[config.mk]
export PLATFORM = sky130hd
export DESIGN_NAME = tpa_reg_arbiter
export DESIGN_NICKNAME = d
export VERILOG_FILES = /design/src/rtl/tpa_reg_arbiter_pkg.sv /design/src/rtl/tpa_arb_age_cnt.sv /design/src/rtl/tpa_reg_arbiter.sv
export SDC_FILE = /design/constraint.sdc
export NUM_CORES = 1
export LEC_CHECK = 0
export CORE_ASPECT_RATIO = 1.5
export CORE_UTILIZATION = 39
export CTS_CLUSTER_DIAMETER = 40
export DETAILED_ROUTE_END_ITERATION = 8
export GPL_TIMING_DRIVEN = 0
export MAX_ROUTING_LAYER = met4
export PLACE_DENSITY = 0.86
export SETUP_SLACK_MARGIN = 0.4
export SLEW_MARGIN = 10
export SYNTH_ARGS = -nofsm -noshare
export SYNTH_HDL_FRONTEND = slang
export SYNTH_HIERARCHICAL = 1
export SYNTH_SLANG_ARGS = --single-unit
[constraint.sdc]
create_clock -name clk -period 4.35 [get_ports clk]
set_clock_uncertainty 0.15 [all_clocks]
set_input_delay 0.87 -clock clk [delete_from_list [all_inputs] [get_ports clk]]
set_output_delay 0.87 -clock clk [all_outputs]
set_load 0.02 [all_outputs]
[src/rtl/tpa_reg_arbiter_pkg.sv]
// Shared types and constants for the register-bank arbiter: default widths,
// FSM state encoding and requester-select values.
package tpa_reg_arbiter_pkg;

  localparam int ADDR_W_DEF = 8;
  localparam int DATA_W_DEF = 16;
  localparam int WAIT_W     = 4;
  localparam int STAT_W     = 16;
  localparam int STAT_MAX   = 65535;

  typedef enum logic [1:0] {
    ST_IDLE  = 2'd0,
    ST_GRANT = 2'd1,
    ST_DONE  = 2'd2
  } arb_state_t;

  localparam logic SEL_H = 1'b0;
  localparam logic SEL_S = 1'b1;

endpackage

[src/rtl/tpa_arb_age_cnt.sv]
// Saturating up-counter with synchronous clear and an at-limit flag; used as
// the serial starvation counter and as the optional statistics counters.
module tpa_arb_age_cnt #(
  parameter int W   = 4,
  parameter int MAX = 4
) (
  input  logic         clk,
  input  logic         reset_n,
  input  logic         clr,
  input  logic         inc,
  output logic [W-1:0] cnt,
  output logic         at_max
);

  localparam logic [W-1:0] MAX_V = W'(MAX);

  always_ff @(posedge clk or negedge reset_n) begin
    if (!reset_n) begin
      cnt <= '0;
    end else if (clr) begin
      cnt <= '0;
    end else if (inc && (cnt != MAX_V)) begin
      cnt <= cnt + 1'b1;
    end
  end

  assign at_max = (cnt == MAX_V);

endmodule

[src/rtl/tpa_reg_arbiter.sv]
// Two-requester arbiter for a single-port register bank: host priority, serial
// aging override and host-wins write collisions. Optional statistics counters
// are built when TPA_ARB_STATS_EN is defined.
module tpa_reg_arbiter
  import tpa_reg_arbiter_pkg::*;
#(
  parameter int ADDR_W   = ADDR_W_DEF,
  parameter int DATA_W   = DATA_W_DEF,
  parameter int MAX_WAIT = 4
) (
  input  logic              clk,
  input  logic              reset_n,
  input  logic              h_req,
  input  logic              h_cmd,
  input  logic [ADDR_W-1:0] h_addr,
  input  logic [DATA_W-1:0] h_wdata,
  output logic              h_rdy,
  output logic [DATA_W-1:0] h_rdata,
  input  logic              s_req,
  input  logic              s_cmd,
  input  logic [ADDR_W-1:0] s_addr,
  input  logic [DATA_W-1:0] s_wdata,
  output logic              s_ack,
  output logic              s_drop,
  output logic [DATA_W-1:0] s_rdata,
  output logic              mem_en,
  output logic              mem_we,
  output logic [ADDR_W-1:0] mem_addr,
  output logic [DATA_W-1:0] mem_wdata,
  input  logic [DATA_W-1:0] mem_rdata,
`ifdef TPA_ARB_STATS_EN
  output logic [STAT_W-1:0] stat_h_grants,
  output logic [STAT_W-1:0] stat_s_grants,
  output logic [STAT_W-1:0] stat_drops,
`endif
  output logic [1:0]        dbg_state,
  output logic [WAIT_W-1:0] dbg_wait_cnt
);

  // Handshake: a requester raises req with cmd/addr/wdata and holds all of them
  // stable until its one-cycle rdy/ack pulse; it may drop req in that cycle.

  arb_state_t        state_q, state_d;
  logic              sel_q, sel_d;
  logic              collide_q;
  logic [DATA_W-1:0] h_rdata_q, s_rdata_q;
  logic [WAIT_W-1:0] wait_cnt;
  logic              aged;
  logic              s_pick;
  logic              h_grant, s_grant;
  logic              collide;

  assign s_pick  = s_req && (!h_req || aged);
  assign h_grant = (state_q == ST_GRANT) && (sel_q == SEL_H);
  assign s_grant = (state_q == ST_GRANT) && (sel_q == SEL_S);
  assign collide = h_grant && h_cmd && s_req && s_cmd && (s_addr == h_addr);

  // Counts host grants taken while the serial side waits; clears once serial
  // is served or stops asking.
  tpa_arb_age_cnt #(
    .W   (WAIT_W),
    .MAX (MAX_WAIT)
  ) u_age_cnt (
    .clk     (clk),
    .reset_n (reset_n),
    .clr     (!s_req || s_grant),
    .inc     (h_grant && s_req),
    .cnt     (wait_cnt),
    .at_max  (aged)
  );

  always_ff @(posedge clk or negedge reset_n) begin
    if (!reset_n) begin
      state_q   <= ST_IDLE;
      sel_q     <= SEL_H;
      collide_q <= 1'b0;
      h_rdata_q <= '0;
      s_rdata_q <= '0;
    end else begin
      state_q   <= state_d;
      sel_q     <= sel_d;
      if (state_q == ST_GRANT) begin
        collide_q <= collide;
      end
      h_rdata_q <= h_rdata;
      s_rdata_q <= s_rdata;
    end
  end

  // Arbitration happens only in IDLE, so a requester whose pulse is in the
  // current (DONE) cycle can never be re-granted in that same cycle.
  always_comb begin
    state_d = state_q;
    sel_d   = sel_q;
    case (state_q)
      ST_IDLE: begin
        if (h_req || s_req) begin
          state_d = ST_GRANT;
          sel_d   = s_pick ? SEL_S : SEL_H;
        end
      end
      ST_GRANT: state_d = ST_DONE;
      ST_DONE:  state_d = ST_IDLE;
      default:  state_d = ST_IDLE;
    endcase
  end

  always_comb begin
    mem_en    = 1'b0;
    mem_we    = 1'b0;
    mem_addr  = '0;
    mem_wdata = '0;
    h_rdy     = 1'b0;
    s_ack     = 1'b0;
    s_drop    = 1'b0;
    h_rdata   = h_rdata_q;
    s_rdata   = s_rdata_q;
    case (state_q)
      ST_GRANT: begin
        mem_en = 1'b1;
        if (sel_q == SEL_S) begin
          mem_we    = s_cmd;
          mem_addr  = s_addr;
          mem_wdata = s_wdata;
        end else begin
          mem_we    = h_cmd;
          mem_addr  = h_addr;
          mem_wdata = h_wdata;
        end
      end
      ST_DONE: begin
        if (sel_q == SEL_H) begin
          h_rdy = 1'b1;
          if (!h_cmd) begin
            h_rdata = mem_rdata;
          end
          // The cancelled serial write completes alongside the host write.
          if (collide_q) begin
            s_ack  = 1'b1;
            s_drop = 1'b1;
          end
        end else begin
          s_ack = 1'b1;
          if (!s_cmd) begin
            s_rdata = mem_rdata;
          end
        end
      end
      default: ;
    endcase
  end

  assign dbg_state    = state_q;
  assign dbg_wait_cnt = wait_cnt;

`ifdef TPA_ARB_STATS_EN
  logic stat_h_sat, stat_s_sat, stat_d_sat;

  tpa_arb_age_cnt #(.W(STAT_W), .MAX(STAT_MAX)) u_stat_h (
    .clk (clk), .reset_n (reset_n), .clr (1'b0),
    .inc (h_grant && !stat_h_sat), .cnt (stat_h_grants), .at_max (stat_h_sat)
  );

  tpa_arb_age_cnt #(.W(STAT_W), .MAX(STAT_MAX)) u_stat_s (
    .clk (clk), .reset_n (reset_n), .clr (1'b0),
    .inc (s_grant && !stat_s_sat), .cnt (stat_s_grants), .at_max (stat_s_sat)
  );

  tpa_arb_age_cnt #(.W(STAT_W), .MAX(STAT_MAX)) u_stat_d (
    .clk (clk), .reset_n (reset_n), .clr (1'b0),
    .inc (s_drop && !stat_d_sat), .cnt (stat_drops), .at_max (stat_d_sat)
  );
`endif

  a_h_hold: assert property (@(posedge clk) disable iff (!reset_n) h_grant |-> h_req);
  a_s_hold: assert property (@(posedge clk) disable iff (!reset_n) s_grant |-> s_req);
  a_drop_pair: assert property (@(posedge clk) disable iff (!reset_n) s_drop |-> (s_ack && h_rdy));

endmodule

=== Word level (Yosys, flattened, before mapping) ===
Cells that the tools add are included.

* Add/subtract/negate cells: 1
* Equal/unequal tests: 6
* Muxes and demuxes: 25
* Bitwise logic cells: 1
* Reductions and logical operators: 17

{| class="wikitable"
|+ Operators by type and width
! kind !! count
|-
| 2-to-1 mux 16 bit || 8
|-
| 2-to-1 mux 8 bit || 2
|-
| 2-to-1 mux 1 bit || 11
|-
| logical AND 1 bit || 9
|-
| equality test 8 bit || 1
|-
| 2-to-1 mux 4 bit || 2
|-
| adder 4 x 1 -> 4 bit (second input constant) || 1
|-
| equality test 4 x 3 -> 1 bit (second input constant) || 1
|-
| != test 4 x 3 -> 1 bit (second input constant) || 1
|-
| case mux 2 bit (2 select lines) || 1
|-
| logical OR 1 bit || 3
|-
| equality test 2 x 1 -> 1 bit (second input constant) || 1
|-
| equality test 2 bit (second input constant) || 1
|-
| zero test 1 bit || 2
|-
| zero test 2 bit || 1
|-
| 2-to-1 mux 2 bit || 1
|-
| != test 2 bit (second input constant) || 1
|-
| AND reduction 2 bit || 1
|-
| nonzero test 2 bit || 1
|-
| inverter 1 bit || 1
|}

* Register bits after elaboration: 40
* Input bits: 70
* Word-level logic and storage cells: 56

=== Depth between registers and ports, before layout ===
* Word-level depth: 6
* Depth in mapped cells: 6
* Depth with buffers taken out: 6

=== By module ===
The synthesis kept the hierarchy.

{| class="wikitable"
|+ Modules (own cells, without submodules)
! module !! times used !! cells an instance !! area an instance (sq um)
|-
| tpa_reg_arbiter || 1 || 158 || 1890.6
|-
| tpa_arb_age_cnt || 1 || 24 || 234.0
|}

=== Worst setup path before layout ===
OpenSTA, ideal clock, no wires.

* Path kind: input -> output
* From: in s_cmd
* To: out s_rdata[10]
* Arrival: 1.772 ns
* Path slack: 1.558 ns
* Stages: 3
* Buffers on the path: 1
* Cells stage by stage: nor3b_4 -> buf_6 -> mux2_2

* Word-level cells in the longest chain between the ends: 3

{| class="wikitable"
|+ RTL lines
! what !! RTL line !! text
|-
| from (decl) || tpa_reg_arbiter.sv:20 || <nowiki>input logic s_cmd,</nowiki>
|-
| 2-to-1 mux 16 bit || tpa_reg_arbiter.sv:144 || <nowiki>if (!s_cmd) begin</nowiki>
|-
| 2-to-1 mux 16 bit || tpa_reg_arbiter.sv:132 || <nowiki>if (sel_q == SEL_H) begin</nowiki>
|-
| 2-to-1 mux 16 bit || tpa_reg_arbiter.sv:118 || <nowiki>case (state_q)</nowiki>
|-
| to (decl) || tpa_reg_arbiter.sv:25 || <nowiki>output logic [DATA_W-1:0] s_rdata,</nowiki>
|}

No other way between the ends.

=== Worst setup path in the final report ===
* From: in h_cmd
* To: out h_rdata[10]

* Word-level cells in the longest chain between the ends: 3

{| class="wikitable"
|+ RTL lines
! what !! RTL line !! text
|-
| from (decl) || tpa_reg_arbiter.sv:14 || <nowiki>input logic h_cmd,</nowiki>
|-
| 2-to-1 mux 16 bit || tpa_reg_arbiter.sv:134 || <nowiki>if (!h_cmd) begin</nowiki>
|-
| 2-to-1 mux 16 bit || tpa_reg_arbiter.sv:132 ||
|-
| 2-to-1 mux 16 bit || tpa_reg_arbiter.sv:118 ||
|-
| to (decl) || tpa_reg_arbiter.sv:18 || <nowiki>output logic [DATA_W-1:0] h_rdata,</nowiki>
|}

No other way between the ends.

==> results.txt <==
----------------------------------------------------
[Run status]
  Run status ... finished clean

[Synthesis]
  Proportion of synthesized chip area in sequential cells ... 47.1%
  Post-synthesis instance area ... 2120 um^2
  Number of nets produced by synthesis ... 254
  Post-synthesis sequential element count ... 40
  Synth Warn # ... 6
  Count of distinct cell types in the synthesized netlist ... 29
  Mean instance size in the synthesized netlist ... 11.7 um^2
  Count of mapped cells out of synthesis ... 182

[Clocking]
  Num CTS Buffers ... 5
  Clock H-tree levels ... 2
  Count of instances resized after the clock tree is built ... 0
  Clk sinks ... 40
  Reg clk slew, reported paths ... 0.08 ns
  Clock tree from TritonCTS ... built
  Hold buffers post-CTS ... 0
  Clock Path Buffers ... 2
  CTS root buffer ... sky130_fd_sc_hd__clkbuf_8
  Clock latency of the later-clocked register in the worst-skew pair ... 0.28 ns

[Routing]
  Via density per instance ... 4.78
  Routed via count ... 1917
  Initial detailed-routing violation count ... 44
  Routed wirelength normalized by instance count ... 14.3 um
  Max Used Layer ... met4
  Total length of routed met3 wires ... 304 um
  Final routed DRC violation total ... 0
  Antenna-violating nets left ... 0
  Total routed wirelength ... 5720 um
  Number of iterations in the first detailed-routing pass ... 5
  Routed length on met2 ... 3060 um
  Metal-1 WL ... 2260 um

[Place]
  Final HPWL DP ... 4510 um
  RePlAce Congestion ... 0.789
  Worst setup timing slack at the placement stage ... 0.360 ns
  Count of port buffers added during placement ... 136

[Timing]
  Final count of negative-setup-slack endpoints ... 0
  Final WS setup ... 0.519 ns
  Number of slew-limit violations in the final report ... 0
  Final TNS setup ... 0 ns
  Remaining max-slew budget at the tightest pin ... 70.8%
  Transition time at the pin with the least slew margin ... 0.438 ns
  Post-route fraction of the period consumed by the critical path ... 88.1%
  Crit path time final ... 3.83 ns
  Peak clock frequency supported by timing ... 261 MHz
  Hold Violations, Final ... 0
  Worst Hold Slack ... 0.236 ns
  Unrepaired setup endpoints after global routing ... false

[Layout]
  Layout fillers ... 370
  Commonest non-fill, non-tap cells in the layout ... 135 x sky130_fd_sc_hd__clkdlybuf4s50_1, 40 x sky130_fd_sc_hd__dfrtp_1, 32 x sky130_fd_sc_hd__mux2_2, 30 x sky130_fd_sc_hd__nor2_1, 25 x sky130_fd_sc_hd__mux2i_1
  Number of diodes added for antenna fixing ... 0
  FF/Latch Area ... 1000 um^2
  Fraction of final layout cells sized beyond drive strength 1 ... 19.2%
  P&R area growth vs syn ... 75.0%
  Area taken by multi-input logic gates ... 1050 um^2
  Number of nets in the layout ... 404
  Most common library cell in the layout ignoring fill and taps ... sky130_fd_sc_hd__clkdlybuf4s50_1

[Die]
  FP Rows ... 32
  Io pins ... 137
  Chip Width ... 62.3 um
  Effective utilization at floorplan ... 40.8%
  Die area ... 5750 um^2
  Floorplan die height ... 92.4 um
  CORE AREA ... 5200 um^2

[Global route]
  Maximum number of pins on one net before global-route repair ... 38
  Antenna violations before repair ... 0
  Wire length of the first global-routing pass ... 9310 um
  Vias in the first global route ... 1926
  GRT overflow ... 0
  Total GRT Usage ... 21.1%

[Setup path]
  Crit path cell chain ... clkdlybuf4s50_1 > nor3_4 > buf_6 > mux2_2 > clkdlybuf4s50_1
  Maximum fanout encountered on the critical timing path ... 10
  Endpoint class of the critical path ... output port
  Slowest cell on the critical path ... sky130_fd_sc_hd__clkdlybuf4s50_1
  Setup CP Type ... primary input to output port
  Family with the most delay on the worst path ... buffers and inverters
  Arr. time, crit path ... 2.81 ns
  Critical path launch point type ... primary input
  Worst path required time ... 3.33 ns
  Crit path buffers/inverters ... 3
  Maximum cell stage delay along the critical path ... 0.55 ns
  CP dominant cell by count ... sky130_fd_sc_hd__clkdlybuf4s50_1

[Pwr]
  Leakage power ... 1.57 nW
  Power per cell area ... 643 nW/um^2
  IR drop worst, VDD ... 0.000287 V

[Worst hold path]
  Min-delay worst type ... primary input to asynchronous set/reset pin

[Run]
  Number of violations of the max-capacitance limit ... 0

----------------------------------------------------
[registers in the layout, indices dropped and copies added (netlist names)]
| register | count |
|---|---|
| s_rdata_q | 16 |
| sel_q | 1 |
| u_age_cnt/cnt | 4 |
| collide_q | 1 |
| dbg_state | 2 |
| h_rdata_q | 16 |
[layer usage]
metal  GRT usage [%]  vias to the layer above
met3            3.82                       10
met5               -                        -
met4            8.72                        0
met2            36.8                       89
li1                -                      927
met1            23.6                      891
[path summary, 6_finish.rpt]
check,cells after the start,slack [ns],startpoint,endpoint
min in group clk,1,0.35,s_rdata_q[4],s_rdata_q[4]
min reg2reg,1,0.35,s_rdata_q[4],s_rdata_q[4]
max in group asynchronous,2,3.41,reset_n,dbg_state[1]
min,1,0.24,reset_n,h_rdata_q[2]
max,5,0.52,h_cmd,h_rdata[10]
max reg2reg,5,2.62,sel_q,u_age_cnt/cnt[3]
[kinds of logic (layout without fill, tap and decap cells)]
kind of cell    Yosys count  count (layout)  synth area share [%]
compound gates           10              10                  3.00
xor+xnor                  8               8                  3.30
fa+ha+maj                 2               2                  1.18
simple gates             51              51                  13.0
flops                    40              40                  47.1
buf+inv                  14             165                  3.65
mux                      57              57                  28.7
[area by class of cell]
class / count / area share (%)
Sequential cell: 40 / 26.9
Multi-Input combinational cell: 128 / 28.1
Clock inverter: 3 / 0.505
Timing Repair Buffer: 143 / 38.2
Inverter: 5 / 0.505
Buffer: 9 / 1.58
Tap cell: 68 / 2.29
Clock buffer: 5 / 1.85
[synth_stat cells (all sizes together)]
cell type / n / area [um^2]
a21o: 2 / 17.5
a21oi: 5 / 25.0
a31oi: 1 / 6.26
and2: 1 / 6.26
and4bb: 1 / 12.5
buf: 8 / 55.1
clkbuf: 1 / 3.75
dfrtp: 40 / 1000
ha: 2 / 25.0
inv: 5 / 18.8
mux2: 32 / 360
mux2i: 25 / 250
nand2: 5 / 18.8
nand2b: 2 / 20.0
nand3: 3 / 15.0
nand3b: 1 / 20.0
nand4: 4 / 25.0
nor2: 30 / 113
nor3: 2 / 21.3
nor3b: 1 / 18.8
o21a: 1 / 7.51
o31ai: 1 / 7.51
or3: 1 / 6.26
xnor2: 8 / 70.1
[stage by stage]
step                      util (%)  instance area, um^2  std cells  total power [mW]
after global routing          71.4                 3720        401              2.52
after detailed placement      68.9                 3590        387              2.16
after global placement        68.6                 3570        386              2.12
after floorplan                  -                 2120        182              1.45
final                         71.4                 3720        401              2.39
after CTS                     70.9                 3690        397              2.40
[power breakdown]
group	internal, mW	total (mW)	leakage [nW]	switching, mW
clock	0.112	0.237	0.0479	0.125
combinational	0.793	1.57	1.03	0.776
sequential	0.533	0.585	0.495	0.0520
total	1.44	2.39	1.57	0.953
[what timing repair did]
| item | 4_1_cts | 5_1_grt |
|---|---|---|
| buffers inserted | 2 | 4 |
| endpoints found under the setup margin | 11 | 7 |
| pin swaps | 2 | 1 |
No activity file was read; power rests on OpenSTA's default activity.
